### src/rtl/divide16by8_signed_pkg.sv
// Shared widths, state encoding and small two's-complement helpers
// for the sequential 16/8 signed divider.
package divide16by8_signed_pkg;

    localparam int DW        = 16;
    localparam int VW        = 8;
    localparam int REM_W     = 17;
    localparam int DIV_STEPS = 16;
    localparam int CNT_W     = 4;

    typedef enum logic [2:0] {
        ST_IDLE = 3'd0,
        ST_ABS  = 3'd1,
        ST_DIV  = 3'd2,
        ST_FIX  = 3'd3,
        ST_DONE = 3'd4
    } state_t;

    // -32768 maps to 16'h8000, which is the correct unsigned magnitude.
    function automatic logic [DW-1:0] mag_dw(input logic [DW-1:0] v);
        return v[DW-1] ? (~v + 1'b1) : v;
    endfunction

    function automatic logic [VW-1:0] mag_vw(input logic [VW-1:0] v);
        return v[VW-1] ? (~v + 1'b1) : v;
    endfunction

    function automatic logic [VW-1:0] neg_vw(input logic [VW-1:0] v);
        return ~v + 1'b1;
    endfunction

endpackage

### src/rtl/divide16by8_signed_if.sv
// Request/response bundle of the divider: operands plus start/busy/done
// handshake and the signed results.
interface divide16by8_signed_if;
    import divide16by8_signed_pkg::*;

    logic          start;
    logic [DW-1:0] dividend;
    logic [VW-1:0] divisor;
    logic          busy;
    logic          done;
    logic [VW-1:0] quotient;
    logic [VW-1:0] remainder;
    logic          overflow;

    modport master (
        output start, dividend, divisor,
        input  busy, done, quotient, remainder, overflow
    );

    modport slave (
        input  start, dividend, divisor,
        output busy, done, quotient, remainder, overflow
    );

endinterface

### src/rtl/divide16by8_signed_div_restore_step.sv
// One restoring-division step: shift in the next dividend bit, trial
// subtract the divisor magnitude, keep or restore.
module div_restore_step
    import divide16by8_signed_pkg::*;
(
    input  logic [REM_W-1:0] rem_in,
    input  logic             dvd_msb,
    input  logic [VW-1:0]    divisor_mag,
    output logic [REM_W-1:0] rem_out,
    output logic             qbit
);

    logic [REM_W:0] shifted;
    logic [REM_W:0] trial;

    // The partial remainder stays below the divisor magnitude, so the top
    // bit of the widened difference acts as the borrow/sign flag.
    always_comb begin
        shifted = {rem_in, dvd_msb};
        trial   = shifted - {{(REM_W + 1 - VW){1'b0}}, divisor_mag};
        qbit    = ~trial[REM_W];
        rem_out = qbit ? trial[REM_W-1:0] : shifted[REM_W-1:0];
    end

endmodule

### src/rtl/divide16by8_signed.sv
// Sequential signed 16/8 divider: magnitude restoring division followed by a
// sign fix-up, truncating toward zero, with a start/busy/done handshake.
//
// state   | meaning
// --------+--------------------------------------------------------------
// IDLE    | waiting for start; results from the last operation held
// ABS     | take operand magnitudes, record signs and divide-by-zero
// DIV     | 16 restoring steps, counter runs 15..0
// FIX     | range check, apply signs, load result registers
// DONE    | done pulse for one cycle, then back to IDLE
module divide16by8_signed
    import divide16by8_signed_pkg::*;
(
    input  logic                    clk,
    input  logic                    reset,
    divide16by8_signed_if.slave     bus
);

    state_t state;
    state_t state_nxt;

    logic [DW-1:0]    op_dividend;
    logic [VW-1:0]    op_divisor;
    logic [DW-1:0]    dvd;
    logic [VW-1:0]    dsr_mag;
    logic [REM_W-1:0] rem;
    logic [CNT_W-1:0] cnt;
    logic             sign_q;
    logic             sign_r;
    logic             div0;

    logic [REM_W-1:0] rem_step;
    logic             qbit;

    logic [VW-1:0]    quotient_r;
    logic [VW-1:0]    remainder_r;
    logic             overflow_r;
    logic             fix_ovf;
    logic             busy_c;
    logic             done_c;
    logic             rem_hi_unused;

    always_ff @(posedge clk) begin
        if (reset) begin
            state <= ST_IDLE;
        end else begin
            state <= state_nxt;
        end
    end

    always_comb begin
        state_nxt = state;
        busy_c    = 1'b1;
        done_c    = 1'b0;
        case (state)
            ST_IDLE: begin
                busy_c = 1'b0;
                if (bus.start) begin
                    state_nxt = ST_ABS;
                end
            end
            ST_ABS:  state_nxt = ST_DIV;
            ST_DIV: begin
                if (cnt == '0) begin
                    state_nxt = ST_FIX;
                end
            end
            ST_FIX:  state_nxt = ST_DONE;
            ST_DONE: begin
                done_c    = 1'b1;
                state_nxt = ST_IDLE;
            end
            default: begin
                busy_c    = 1'b0;
                state_nxt = ST_IDLE;
            end
        endcase
    end

    div_restore_step u_step (
        .rem_in      (rem),
        .dvd_msb     (dvd[DW-1]),
        .divisor_mag (dsr_mag),
        .rem_out     (rem_step),
        .qbit        (qbit)
    );

    // After DIV, dvd holds the magnitude quotient and rem the magnitude
    // remainder; a negative quotient may reach -128, a positive one only 127.
    assign fix_ovf = div0
                   | (!sign_q && (dvd > DW'(127)))
                   | ( sign_q && (dvd > DW'(128)));

    // The remainder magnitude is always below 128, so only its low byte matters.
    assign rem_hi_unused = |rem[REM_W-1:VW];

    always_ff @(posedge clk) begin
        if (reset) begin
            op_dividend <= '0;
            op_divisor  <= '0;
            dvd         <= '0;
            dsr_mag     <= '0;
            rem         <= '0;
            cnt         <= '0;
            sign_q      <= 1'b0;
            sign_r      <= 1'b0;
            div0        <= 1'b0;
            quotient_r  <= '0;
            remainder_r <= '0;
            overflow_r  <= 1'b0;
        end else begin
            case (state)
                ST_IDLE: begin
                    if (bus.start) begin
                        op_dividend <= bus.dividend;
                        op_divisor  <= bus.divisor;
                        quotient_r  <= '0;
                        remainder_r <= '0;
                        overflow_r  <= 1'b0;
                    end
                end
                ST_ABS: begin
                    dvd     <= mag_dw(op_dividend);
                    dsr_mag <= mag_vw(op_divisor);
                    sign_q  <= op_dividend[DW-1] ^ op_divisor[VW-1];
                    sign_r  <= op_dividend[DW-1];
                    div0    <= (op_divisor == '0);
                    rem     <= '0;
                    cnt     <= CNT_W'(DIV_STEPS - 1);
                end
                ST_DIV: begin
                    rem <= rem_step;
                    dvd <= {dvd[DW-2:0], qbit};
                    cnt <= cnt - 1'b1;
                end
                ST_FIX: begin
                    overflow_r <= fix_ovf;
                    if (fix_ovf) begin
                        quotient_r  <= '0;
                        remainder_r <= '0;
                    end else begin
                        quotient_r  <= sign_q ? neg_vw(dvd[VW-1:0]) : dvd[VW-1:0];
                        remainder_r <= sign_r ? neg_vw(rem[VW-1:0]) : rem[VW-1:0];
                    end
                end
                default: ;
            endcase
        end
    end

    assign bus.busy      = busy_c;
    assign bus.done      = done_c;
    assign bus.quotient  = quotient_r;
    assign bus.remainder = remainder_r;
    assign bus.overflow  = overflow_r;

endmodule

### src/flat_wrapper.sv
// flat-port wrapper written by rule: the top's interface ports become plain ports
module divide16by8_signed_flat import divide16by8_signed_pkg::*;
  (clk, reset, bus_start, bus_dividend, bus_divisor, bus_busy, bus_done, bus_quotient, bus_remainder, bus_overflow);
  divide16by8_signed_if bus_i ();
  input  logic clk;
  input  logic reset;
  input wire logic [$bits(bus_i.start)-1:0] bus_start;
  input wire logic [$bits(bus_i.dividend)-1:0] bus_dividend;
  input wire logic [$bits(bus_i.divisor)-1:0] bus_divisor;
  output wire logic [$bits(bus_i.busy)-1:0] bus_busy;
  output wire logic [$bits(bus_i.done)-1:0] bus_done;
  output wire logic [$bits(bus_i.quotient)-1:0] bus_quotient;
  output wire logic [$bits(bus_i.remainder)-1:0] bus_remainder;
  output wire logic [$bits(bus_i.overflow)-1:0] bus_overflow;
  assign bus_i.start = bus_start;
  assign bus_i.dividend = bus_dividend;
  assign bus_i.divisor = bus_divisor;
  assign bus_busy = bus_i.busy;
  assign bus_done = bus_i.done;
  assign bus_quotient = bus_i.quotient;
  assign bus_remainder = bus_i.remainder;
  assign bus_overflow = bus_i.overflow;
  divide16by8_signed u_core (.clk(clk), .reset(reset), .bus(bus_i));
endmodule
### config.mk
export PLATFORM = sky130hd
export DESIGN_NAME = divide16by8_signed_flat
export DESIGN_NICKNAME = d
export VERILOG_FILES = /design/src/rtl/divide16by8_signed_pkg.sv /design/src/rtl/divide16by8_signed_if.sv /design/src/rtl/divide16by8_signed_div_restore_step.sv /design/src/rtl/divide16by8_signed.sv /design/src/flat_wrapper.sv
export SDC_FILE = /design/constraint.sdc
export NUM_CORES = 1
export LEC_CHECK = 0
export BUFFER_PORTS_ARGS = -buffer_cell sky130_fd_sc_hd__clkbuf_2
export CAP_MARGIN = 0
export CORE_MARGIN = 4
export CORE_UTILIZATION = 35
export CTS_BUF_LIST = sky130_fd_sc_hd__clkbuf_2 sky130_fd_sc_hd__clkbuf_4 sky130_fd_sc_hd__clkbuf_8
export CTS_CLUSTER_DIAMETER = 30
export DETAILED_ROUTE_END_ITERATION = 16
export PLACE_DENSITY = 0.56
export SLEW_MARGIN = 10
export SYNTH_ARGS = -nofsm -noshare
export SYNTH_HDL_FRONTEND = slang
export SYNTH_SLANG_ARGS = --single-unit
### constraint.sdc
create_clock -name clk -period 2.3 [get_ports clk]
set_input_delay 0.575 -clock clk [delete_from_list [all_inputs] [get_ports clk]]
set_output_delay 0.575 -clock clk [all_outputs]
set_load 0.01 [all_outputs]
==> impl_metrics.toml <==
[die]
die_w_um = 126
core_area_um2 = 13800
ios = 46
die_area_um2 = 16000
fp.dieH_um = 126
initial_core_util_pct = 35.5
rows = 43

[clocking]
root_buffer = "clkbuf_8"
clock_sinks = 92
cts_tree = "built"
clk_latency_ns = 0.37
numCtsBuffers = 9
ctsHoldBuffers = 0
cts.clk_slew.worst_paths_ns = 0.09
htreeDepth = 3
post_cts.repair.setup_buffers = 0
clk_path_buf_depth = 2

[sta]
max_freq_ghz = 0.451
worst_slack_ns = 0.0844
skew_ns = 0.00898
slew_headroom_pct = 56.3
hold_violations = 0
worst_pin_slew_ns = 0.652
setup_viol = 0
hold_slack_ns = 0.420
rsz0062_at_grt = "true"
period_minus_slack_ns = 2.22
final-max-slew-violation-count = 0
post-route-period-util_pct = 96.3

[pwr]
vdd_drop_max_mv = 0.366
finalPower_uw = 5240
cellLeakagePower_uw = 0.00220
power_density_nw_per_um2 = 921

[logic_synthesis]
synth_top_cell_by_area = "dfxtp_1"
synth-simple-area-share_pct = 22.6
synth_adder_area_share_pct = 3.72
synth-main-ff-cell = "dfxtp_1"
synth.area.top_cells = "dfxtp_1, nand2_1, xnor2_1"
synthArstFlopShare_pct = 0
ys_types = 61
netlist_top_cells_count = "dfxtp_1, nand2_1, nor2_1"
yosys.area_share.xor_xnor_pct = 7.49
synth_area_um2 = 4910
synth_top_area_share_pct = 37.5
synth-seq-cells = 92
synth_mux_area_share_pct = 0.611
synth_warnings = 0
synth_top_family_by_area = "compound AO/OA/AOI/OAI gates"
syn-mean-instance-area_um2 = 8.07
syn_nets = 650
yosysSeqAreaShare_pct = 37.5
synth_edf_count = 0
synthCells = 609
synth-compound-area-share_pct = 22.9
yosysMostFrequentCell = "dfxtp_1"

[place]
port_buffers = 45
detailedPlace.worstSlack_ns = -0.0135
place_congestion = 0.856
dp_hpwl_um = 8950
dpl_cell_area_um2 = 5440
placedCellCount = 821

[worst_setup_path]
crit_required_ns = 2.61
cp-start-kind = "flip-flop"
crit_path_end_kind = "flip-flop"
worstPathMaxFanout = 10
critPathLaunch = "u_core.dsr_mag[7]"
r2r_start = "u_core.dsr_mag[7]"
reg2reg_depth = 8
worstSetupPathType = "reg2reg"
critical_path_arrival_ns = 2.53

[cells_and_area]
fin_area_um2 = 5690
layout.nets = 693
fillCellCount = 1428
syn_to_final_growth_pct = 15.9
antenna_cells = 0
final_cells = 837
drive_above_1_share_pct = 17.7

[job]
cap_violations = 0

[global_route]
antenna_found_initial = 0
grt_start_max_net_pins = 49
grt-ovfl-total = 0
grt_pass1_wl_um = 20500
grt_pass1_vias = 4157
grtUsageTotal_pct = 15.3

[route]
drc = 0
drt_iter0_markers = 385
via_per_inst = 5.35
wire_per_inst_um = 14.6
drt_pass1_iterations = 6
route.vias.total = 4479
drt_wl_total_um = 12300
ant_nets = 0

[run_status]
status = "finished clean"

[hold_path]
hp-start = "bus_dividend[7]"
min_path_cells = 3
hold_class = "in2reg"
==> state kept, by name, summed over array words and instances, names as in the netlist <==
register and cells:
u_core.bus.quotient 8, u_core.op_dividend 16, u_core.state 3, u_core.sign_q 1, u_core.dvd 16, u_core.rem 17
u_core.bus.overflow 1, u_core.div0 1, u_core.bus.remainder 8, u_core.op_divisor 8, u_core.cnt 4, u_core.sign_r 1
u_core.dsr_mag 8
==> stage by stage <==
| step | setup TNS (ns) | util (%) |
|---|---|---|
| global route | -0.0714 | 41.2 |
| CTS | 0 | 40.8 |
| detailed placement | -0.0223 | 39.4 |
| floorplan | 0 | - |
| global placement | 0 | 39.4 |
| finish | 0 | 41.2 |
==> area by class of cell <==
cell class              instances  area, µm²  area share [%]
well taps                     180        225            3.96
repair buffers                 74        455            8.00
flip-flops and latches         92       1840            32.4
inverters                      22       82.6            1.45
clock buffers                  13        179            3.14
multi-input cells             453       2890            50.7
clock inverters                 3       18.8           0.330
==> kinds of logic after synthesis <==
logic type / Yosys count
AOI/OAI and AO/OA: 164
xor gates and xnor gates: 42
adders and majority gates: 14
buffers and inverters: 64
DFF: 92
muxes: 3
and+or+nand+nor: 230
==> critical path, stage by stage (launching register included) <==
cell	delay (ns)
dfxtp_1	0.35
inv_1	0.07
ha_4	0.21
a211oi_1	0.22
nand2_1	0.10
or3_4	0.40
or3_4	0.41
a211oi_2	0.25
a311o_1	0.15
==> worst paths after layout <==
kind	to	slack, ns
worst min-delay path	u_core.op_dividend[7]	0.42
worst min register to register	u_core.dsr_mag[7]	0.47
worst max register to register	u_core.rem[1]	0.08
worst max-delay path	u_core.rem[1]	0.08
==> placed cells by master, fill, tap and decap left out, types with 4 or more instances in the layout <==
master	netlist	routed
dfxtp_1	92	91
nor2_1	62	62
xnor2_1	30	30
o211ai_1	8	8
a22oi_1	22	22
clkbuf_2	0	45
buf_4	0	28
a21oi_1	42	41
nand3_1	8	8
nand2b_1	7	7
nand2_1	89	89
nand4_1	8	8
inv_1	22	22
or3_1	6	5
clkbuf_8	0	13
a211oi_1	13	10
nor2b_1	4	4
o31ai_1	13	13
a21o_1	4	4
o22ai_1	5	5
and2_1	6	6
o21ai_0	19	17
xor2_1	12	12
nor4_1	7	7
nor3_1	12	12
o41ai_1	5	4
a222oi_1	9	9
ha_1	13	12
==> power by group <==
part,switching (µW),leakage [µW],internal [µW]
logic,1290,0.00135,970
clock network,571,0.000105,510
registers,178,0.000748,1730
total,2040,0.00220,3210
==> routing by layer <==
metal	wire length, µm	GRT usage (%)	vias to the layer above
met5	0	0	-
met4	151	4.16	0
met3	524	3.66	11
met2	5480	23.0	95
met1	6100	21.9	2105
li1	-	-	2268
==> repair_timing <==
action / 4_1_cts / 5_1_grt
endpoints found under the hold margin: 0 / 0
endpoints found under the setup margin: 4 / 15
gates cloned: 0 / 0
gates resized for setup: 1 / 13
pin swaps: 0 / 2
No activity file was read; power rests on OpenSTA's default activity.
